### config.mk
export PLATFORM = sky130hd
export DESIGN_NAME = risc_ctrl_fsm
export DESIGN_NICKNAME = d
export VERILOG_FILES = /design/src/rtl/risc_ctrl_fsm.sv
export SDC_FILE = /design/constraint.sdc
export NUM_CORES = 1
export LEC_CHECK = 0
export CELL_PAD_IN_SITES_DETAIL_PLACEMENT = 0
export CELL_PAD_IN_SITES_GLOBAL_PLACEMENT = 1
export CORE_MARGIN = 4
export CORE_UTILIZATION = 29
export DETAILED_ROUTE_END_ITERATION = 10
export GPL_TIMING_DRIVEN = 0
export PLACE_DENSITY = 0.88
export RECOVER_POWER = 25
export SETUP_SLACK_MARGIN = 0.3
export SLEW_MARGIN = 20
export SYNTH_ARGS = -nofsm -noshare
export SYNTH_HDL_FRONTEND = slang
export SYNTH_SLANG_ARGS = --single-unit
export TNS_END_PERCENT = 5
### constraint.sdc
create_clock -name clk1 -period 3 [get_ports clk1]
set_input_delay 0.45 -clock clk1 [delete_from_list [all_inputs] [get_ports clk1]]
set_output_delay 0.45 -clock clk1 [all_outputs]
set_load 0.01 [all_outputs]
### src/rtl/risc_ctrl_fsm.sv
// risc_ctrl_fsm: instruction-sequencing controller of the 8-bit RISC core.
// Walks an 8-state per-instruction sequence (S0..S7) and decodes the PC, ACC,
// IR, memory and bus-enable strobes from state, opcode and the zero flag.
//
// Ports:
//   clk1         in   1      clock, rising edge
//   rst          in   1      synchronous active-high reset
//   ena          in   1      run enable; low parks the sequence in S0
//   zero         in   1      accumulator==0 flag (used by SKZ in S4/S6)
//   opc_iraddr   in   IR_W   IR contents; opcode in the top OPC_W bits
//   load_ir      out  1      IR byte load strobe
//   rd           out  1      memory read strobe
//   wr           out  1      memory write strobe
//   inc_pc       out  1      PC increment strobe
//   load_pc      out  1      PC load from IR address field
//   load_acc     out  1      accumulator load strobe
//   datactl_ena  out  1      drive ACC onto the data bus
//   halt         out  1      sticky halted flag
//   state        out  3      current sequence state
//   instr_cnt    out  CNT_W  retired-instruction counter (wraps)
module risc_ctrl_fsm #(
    parameter int unsigned IR_W  = 16,
    parameter int unsigned OPC_W = 3,
    parameter int unsigned CNT_W = 16
) (
    input  logic             clk1,
    input  logic             rst,
    input  logic             ena,
    input  logic             zero,
    input  logic [IR_W-1:0]  opc_iraddr,
    output logic             load_ir,
    output logic             rd,
    output logic             wr,
    output logic             inc_pc,
    output logic             load_pc,
    output logic             load_acc,
    output logic             datactl_ena,
    output logic             halt,
    output logic [2:0]       state,
    output logic [CNT_W-1:0] instr_cnt
);

    typedef enum logic [2:0] {
        S0 = 3'd0, S1 = 3'd1, S2 = 3'd2, S3 = 3'd3,
        S4 = 3'd4, S5 = 3'd5, S6 = 3'd6, S7 = 3'd7
    } state_t;

    localparam logic [OPC_W-1:0] OP_HLT = OPC_W'(0);
    localparam logic [OPC_W-1:0] OP_SKZ = OPC_W'(1);
    localparam logic [OPC_W-1:0] OP_ADD = OPC_W'(2);
    localparam logic [OPC_W-1:0] OP_AND = OPC_W'(3);
    localparam logic [OPC_W-1:0] OP_XOR = OPC_W'(4);
    localparam logic [OPC_W-1:0] OP_LDA = OPC_W'(5);
    localparam logic [OPC_W-1:0] OP_STO = OPC_W'(6);
    localparam logic [OPC_W-1:0] OP_JMP = OPC_W'(7);

    state_t             state_q;
    state_t             state_d;
    logic               halt_d;
    logic [CNT_W-1:0]   cnt_d;
    logic [OPC_W-1:0]   opcode;
    logic               alu_op;
    logic               run;
    logic               unused_addr;

    assign opcode      = opc_iraddr[IR_W-1 -: OPC_W];
    // Address field is consumed by the datapath, not by the sequencer.
    assign unused_addr = ^opc_iraddr[IR_W-OPC_W-1:0];
    assign alu_op      = (opcode == OP_ADD) || (opcode == OP_AND) ||
                         (opcode == OP_XOR) || (opcode == OP_LDA);
    // Strobes only fire while actively sequencing.
    assign run         = !rst && ena && !halt;
    assign state       = state_q;

    // State, halt flag and retired-instruction counter.
    always_ff @(posedge clk1) begin
        if (rst) begin
            state_q   <= S0;
            halt      <= 1'b0;
            instr_cnt <= '0;
        end else begin
            state_q   <= state_d;
            halt      <= halt_d;
            instr_cnt <= cnt_d;
        end
    end

    // Next-state and Moore strobe decode.
    always_comb begin
        state_d     = state_q;
        halt_d      = halt;
        cnt_d       = instr_cnt;
        load_ir     = 1'b0;
        rd          = 1'b0;
        wr          = 1'b0;
        inc_pc      = 1'b0;
        load_pc     = 1'b0;
        load_acc    = 1'b0;
        datactl_ena = 1'b0;

        // Halted freezes everything; only reset (in the register) exits.
        if (!halt) begin
            if (!ena) begin
                state_d = S0;
            end else if (state_q == S3 && opcode == OP_HLT) begin
                halt_d = 1'b1;
            end else begin
                state_d = state_t'(3'(state_q + 3'd1));
                if (state_q == S7) begin
                    cnt_d = instr_cnt + CNT_W'(1);
                end
            end
        end

        if (run) begin
            case (state_q)
                S0, S2: begin
                    rd      = 1'b1;
                    load_ir = 1'b1;
                end
                S1, S3: inc_pc = 1'b1;
                S4: begin
                    if (alu_op) begin
                        rd = 1'b1;
                    end else if (opcode == OP_STO) begin
                        datactl_ena = 1'b1;
                    end else if (opcode == OP_JMP) begin
                        load_pc = 1'b1;
                    end else if (opcode == OP_SKZ && zero) begin
                        inc_pc = 1'b1;
                    end
                end
                S5: begin
                    if (alu_op) begin
                        rd       = 1'b1;
                        load_acc = 1'b1;
                    end else if (opcode == OP_STO) begin
                        datactl_ena = 1'b1;
                        wr          = 1'b1;
                    end else if (opcode == OP_JMP) begin
                        load_pc = 1'b1;
                    end
                end
                S6: begin
                    if (opcode == OP_STO) begin
                        datactl_ena = 1'b1;
                    end else if (opcode == OP_SKZ && zero) begin
                        inc_pc = 1'b1;
                    end
                end
                default: ;
            endcase
        end
    end

endmodule

After elaboration in Yosys (flattened, before gate mapping)
Cells that the tools add are included.
- input bits: 20
- register bits after elaboration: 20
- logic and storage cells: 68
- output and inout bits: 27
- $add $sub $neg: 2
- muxes and demuxes: 30
- reductions and logical operators: 16
- equality and inequality tests: 15
- bitwise gates (word level): 2
- operator list (kind ; count):
    1-bit two-way mux ; 25
    3-bit == test, second input constant ; 8
    16-bit by 1-bit adder with 16-bit output, second input constant ; 1
    3-bit by 2-bit == test with 1-bit output, second input constant ; 4
    3-bit by 1-bit == test with 1-bit output, second input constant ; 2
    3-bit logical NOT ; 2
    3-bit two-way mux ; 2
    2-bit OR reduction ; 3
    1-bit logical AND ; 4
    1-bit one-hot mux with 2 select lines ; 2
    4-bit AND reduction ; 1
    3-bit by 1-bit adder with 3-bit output, second input constant ; 1
    1-bit logical OR ; 3
    1-bit one-hot mux with 3 select lines ; 1
    1-bit logical NOT ; 2
    2-bit != test, second input constant ; 1
    1-bit NOT ; 2
    2-bit AND reduction ; 1

Logic depth before layout (Yosys ltp)
- depth in word-level cells: 8
- depth in mapped cells: 7
- depth with buffers taken out: 6

Worst setup path after synthesis
No wires, ideal clock.
- path kind: register -> register
- from: register state_q[0], in the netlist state[0]
- to: register instr_cnt[15]
- library setup time: 0.070 ns
- setup slack: 0.750 ns
- period minus slack after synthesis: 2.250 ns
- required time: 2.930 ns
- path buffers: 1
- stages on the path, launching flop included: 8
- data arrival time: 2.180 ns
- path through: dfxtp_1 > ha_1 > ha_1 > nor4b_2 > or4b_1 > buf_2 > or4_1 > a21oi_1
- cells in the longest elaborated chain, start to end: 4
- elaborated cells between the ends (all ways): 5
- those cells by class: 2 x eq/ne; 1 x bitwise; 2 x reduce/logical
- ends and longest elaborated chain (what ; line ; text):
    start: declaration ; 57 ; state_t state_q;
    start signal: assignment ; 82 ; state_q <= state_d;
    3-bit by 2-bit == test with 1-bit output ; 105 ; end else if (state_q == S3 && opcode == OP_HLT) begin
    1-bit logical AND ; 105 ;
    1-bit NOT (no line) ; n/a ;
    4-bit AND reduction (no line) (*) ; n/a ;
    end signal: assignment ; 84 ; instr_cnt <= cnt_d;
    end: declaration ; 40 ; output logic [CNT_W-1:0] instr_cnt
Every way passes the cells marked *; elsewhere a longest branch is shown, timed or not.
A chain may end at the register's enable or synchronous reset.

Worst setup path in the final report
- from: input port ena
- to: output port rd
- cells in the longest elaborated chain, start to end: 3
- ends and longest elaborated chain (what ; line ; text):
    start: declaration ; 28 ; input logic ena,
    1-bit logical AND (2 in series) ; 72 ; assign run = !rst && ena && !halt;
    1-bit two-way mux ; 115 ; if (run) begin
    end: declaration ; 32 ; output logic rd,
Every way passes these cells.

==> reports/results.env <==
RUN_STATUS='complete, no violations'
PLACEMENT.IO_BUFFERS=33
VIAS_PER_CELL=5.096
SYNTH_WARNINGS=0
SYN_NETS=153
VIAS=1065
DRC=0
CPPEAKSTAGEDELAY_NS=0.55
TIMING.FINAL.MAX_SLEW_VIOLATIONS=0
HOLDBUFCOUNTCTS=0
FILLER_CELL_COUNT=353
MAXSLEWHEADROOM=0.6144
R2R_START='state[2]$_SDFFE_PP0P_'
FIRSTDRTPASSITERS=4
ANTENNA_FOUND_INITIAL=0
CRITPATHMOSTFREQUENTCELL='sky130_fd_sc_hd__clkdlybuf4s50_1'
FIN_SETUP_TNS_NS=0
ASYNCSETRESETFLOPFRACSYNTH=0
WORSTPATHARRIVAL_NS=2.22
DOMINANTREGCELLSYNTH='sky130_fd_sc_hd__dfxtp_1'
IR_DROP_uV=119.6
CRITPATHLAUNCH='ena'
FIRST_GLOBAL_VIAS=1051
CELLLEAKAGEPOWER_nW=0.5945
HOLD_WS_NS=0.4878
SYNTHDISTINCTLIBCELLS=35
FIRST_PASS_GRT_WIRE_LENGTH_MM=4.595
FINALHOLDVIOLATIONS=0
NUM-NETS-FINAL=192
TRACK_USAGE=0.1134
NETLIST_AREA_MM2=0.001085
DIE_AREA_MM2=0.004783
CTS_TREE='built'
PLACEMENT_ROWS=21
WORST_PATH_MAX_DELAY_CELL='sky130_fd_sc_hd__clkdlybuf4s50_1'
YOSYS-TOP-CELLS-AREA='sky130_fd_sc_hd__dfxtp_1, sky130_fd_sc_hd__ha_1, sky130_fd_sc_hd__nor2_1'
CP-END-KIND='output pin'
DETAIL_ROUTE.WIRELENGTH_MM=2.706
CLOCK_INSERTION_DELAY_WORST_SKEW_NS=0.26
CRITPATHKIND='in -> out'
TOP_LEVEL_PORTS=47
DETAILEDROUTE.FIRSTITERATIONVIOLATIONS=30
ROUTEDWLPERCELL_UM=12.95
MAXIMUM_NUMBER_OF_PINS_ON_ONE_NET_BEFORE_GLOBAL_ROUTE_REPAIR=11
YS_SEQ_ELEMENTS=20
CTSROOTBUFFERMASTER='sky130_fd_sc_hd__clkbuf_8'
ANT_DIODES=0
LAYOUT-AREA-OVERHEAD-VS-SYNTH_PCT=41.75
LAYOUT_MIN_CYCLE_TIME_NS=2.673
SYN_AREA_PER_CELL_UM2=8.609
TOTAL_POWER_mW=0.4882
FP.COREAREA_MM2=0.003468
EDFF_COUNT_SYNTH=0
DIE_Y_UM=69.16
CTS_MAX_LEVEL=1
ROUTE.ANTENNA.REMAINING_NETS=0
DETAILED_PLACE_HPWL_MM=2.136
SETUP_SLACK_NS=0.3267
MAXCAP_VIOLATIONS=0
DIE_WIDTH_UM=69.16
GRT_REMAINING_OVERFLOW=0
CLOCK_TREE.BUFFER_DEPTH=2
TRITONCTS.NUM_BUFFERS=3
DP_SLACK_NS=-0.1827
TIMING.CRITICAL_PATH.CELLS='clkdlybuf4s50_1 > nor2b_4 > nand2b_1 > nor3_1 > o2bb2ai_1 > clkdlybuf4s50_1'
CLK_PIN_SLEW_NS=0.07
HOLD_PATH_CLASS='reg -> reg'
FMAX_MHz=374.1
SYNTH_SEQ_AREA_SHARE=0.3691
RSZ_0062_RAISED_AFTER_GLOBAL_ROUTING='true'
PLACE.GP.CONGESTION=0.7217
CLOCK_SKEW_NS=0.003555
WORST_HOLD_STARTPOINT='instr_cnt[15]$_SDFFE_PP0P_'
TIMING.CRITICAL_PATH.FANOUT_MAX=3
POWER_DENSITY_mW_PER_MM2=317.5
POST_ROUTE_CELLS_DRIVE_ABOVE_1_SHARE=0.06135
WORST_EP_REQUIRED_TIME_NS=2.55
CLKSINKCOUNT=20
SYN_INST=126
CRIT_PATH_START_KIND='input pin'
SYNTH.LARGEST_AREA_CELL='sky130_fd_sc_hd__dfxtp_1'
NETLIST.AREA_LEADER.SHARE=0.3691
SETUP_VIOL=0
SHARE_OF_THE_CLOCK_PERIOD_USED_BY_THE_WORST_PATH_AFTER_LAYOUT=0.8911
WORSTMARGINPINSLEW_NS=0.5769
INITIAL_CORE_UTILIZATION=0.3128
==> state kept, by name (all words and copies together) (netlist names) <==
name	flops
halt	1
instr_cnt	16
state	3
==> logic make-up after synthesis <==
group / Yosys count / share of synthesized area
compound gates: 22 / 0.1223
xor+xnor: 9 / 0.07266
fa+ha+maj: 7 / 0.08073
buf+inv: 9 / 0.03229
flops: 20 / 0.3691
mux: 1 / 0.009228
simple gates: 58 / 0.3137
==> cell usage after synthesis, types with 2 or more instances <==
cell                       number
sky130_fd_sc_hd__clkbuf_1       3
sky130_fd_sc_hd__nand3_1        5
sky130_fd_sc_hd__or3_1          6
sky130_fd_sc_hd__nand2_1        4
sky130_fd_sc_hd__xnor2_1        5
sky130_fd_sc_hd__o31ai_1        2
sky130_fd_sc_hd__or4_1          2
sky130_fd_sc_hd__o21ai_0        7
sky130_fd_sc_hd__inv_1          5
sky130_fd_sc_hd__a21oi_1        8
sky130_fd_sc_hd__nor2b_1        2
sky130_fd_sc_hd__dfxtp_1       20
sky130_fd_sc_hd__nand4_1        7
sky130_fd_sc_hd__nor2_1        15
sky130_fd_sc_hd__ha_1           7
sky130_fd_sc_hd__nor3_1         6
sky130_fd_sc_hd__xor2_1         4
==> worst paths after layout <==
check / to / slack [ns] / cells after the start
max: rd / 0.33 / 6
min: instr_cnt[15]$_SDFFE_PP0P_ / 0.49 / 2
max reg2reg: instr_cnt[15]$_SDFFE_PP0P_ / 0.62 / 7
min reg2reg: instr_cnt[15]$_SDFFE_PP0P_ / 0.49 / 2
==> report_power, final <==
part / switching, mW / internal, mW / total (mW)
Combinational: 0.0235 / 0.0232 / 0.0467
Clock: 0.0838 / 0.0894 / 0.173
Sequential: 0.00162 / 0.267 / 0.268
Total: 0.109 / 0.379 / 0.488
==> placed cells by master, fill, tap and decap left out, types with 2 or more instances in the layout <==
master	count
sky130_fd_sc_hd__dfxtp_1	20
sky130_fd_sc_hd__clkdlybuf4s50_1	20
sky130_fd_sc_hd__nor2_1	15
sky130_fd_sc_hd__dlygate4sd3_1	11
sky130_fd_sc_hd__a21oi_1	8
sky130_fd_sc_hd__nand4_1	7
sky130_fd_sc_hd__o21ai_0	7
sky130_fd_sc_hd__ha_1	7
sky130_fd_sc_hd__nor3_1	6
sky130_fd_sc_hd__or3_1	6
sky130_fd_sc_hd__inv_1	5
sky130_fd_sc_hd__nand3_1	5
sky130_fd_sc_hd__xnor2_1	5
sky130_fd_sc_hd__xor2_1	4
sky130_fd_sc_hd__nand2_1	4
sky130_fd_sc_hd__clkbuf_1	3
sky130_fd_sc_hd__clkbuf_8	3
sky130_fd_sc_hd__nor2b_4	2
sky130_fd_sc_hd__o31ai_1	2
sky130_fd_sc_hd__or4_1	2
==> worst max-delay path: cells and delay by family <==
kind                   cells  cell delay, ns
buffers and inverters      2            1.09
and+or+nand+nor            3            0.53
AOI/OAI and AO/OA          1            0.15
==> cell type report <==
cell class / instances / area [µm²] / share of cell area
multi-input combinational: 97 / 664.4 / 0.4321
clock buffer: 3 / 41.29 / 0.02685
sequential: 20 / 400.4 / 0.2604
tap: 46 / 57.56 / 0.03743
inverter: 5 / 18.77 / 0.01221
buffer: 4 / 16.27 / 0.01058
timing repair buffer: 34 / 339.1 / 0.2205
==> repair_timing <==
item                       CTS  global route
setup buffers                1             0
setup endpoints to repair    6             3
gates cloned                 0             0
gates resized for setup      5             1
==> routing by layer <==
layer  GRT usage  up-vias  wire length, µm
li1            -      537                -
met1      0.1334      506             1275
met2      0.1992       17             1308
met3     0.02326        5               84
met4     0.04555        0               37
met5           0        -                0
==> metrics by stage <==
| step | cells | util | area [µm²] |
|---|---|---|---|
| 2_1_floorplan | 126 | - | 1085 |
| 3_3_place_gp | 205 | 0.4246 | 1473 |
| 3_5_place_dp | 205 | 0.4246 | 1473 |
| 4_1_cts | 209 | 0.4426 | 1535 |
| 5_1_grt | 209 | 0.4434 | 1538 |
| 6_report | 209 | 0.4434 | 1538 |
No activity file was read; power rests on OpenSTA's default activity.
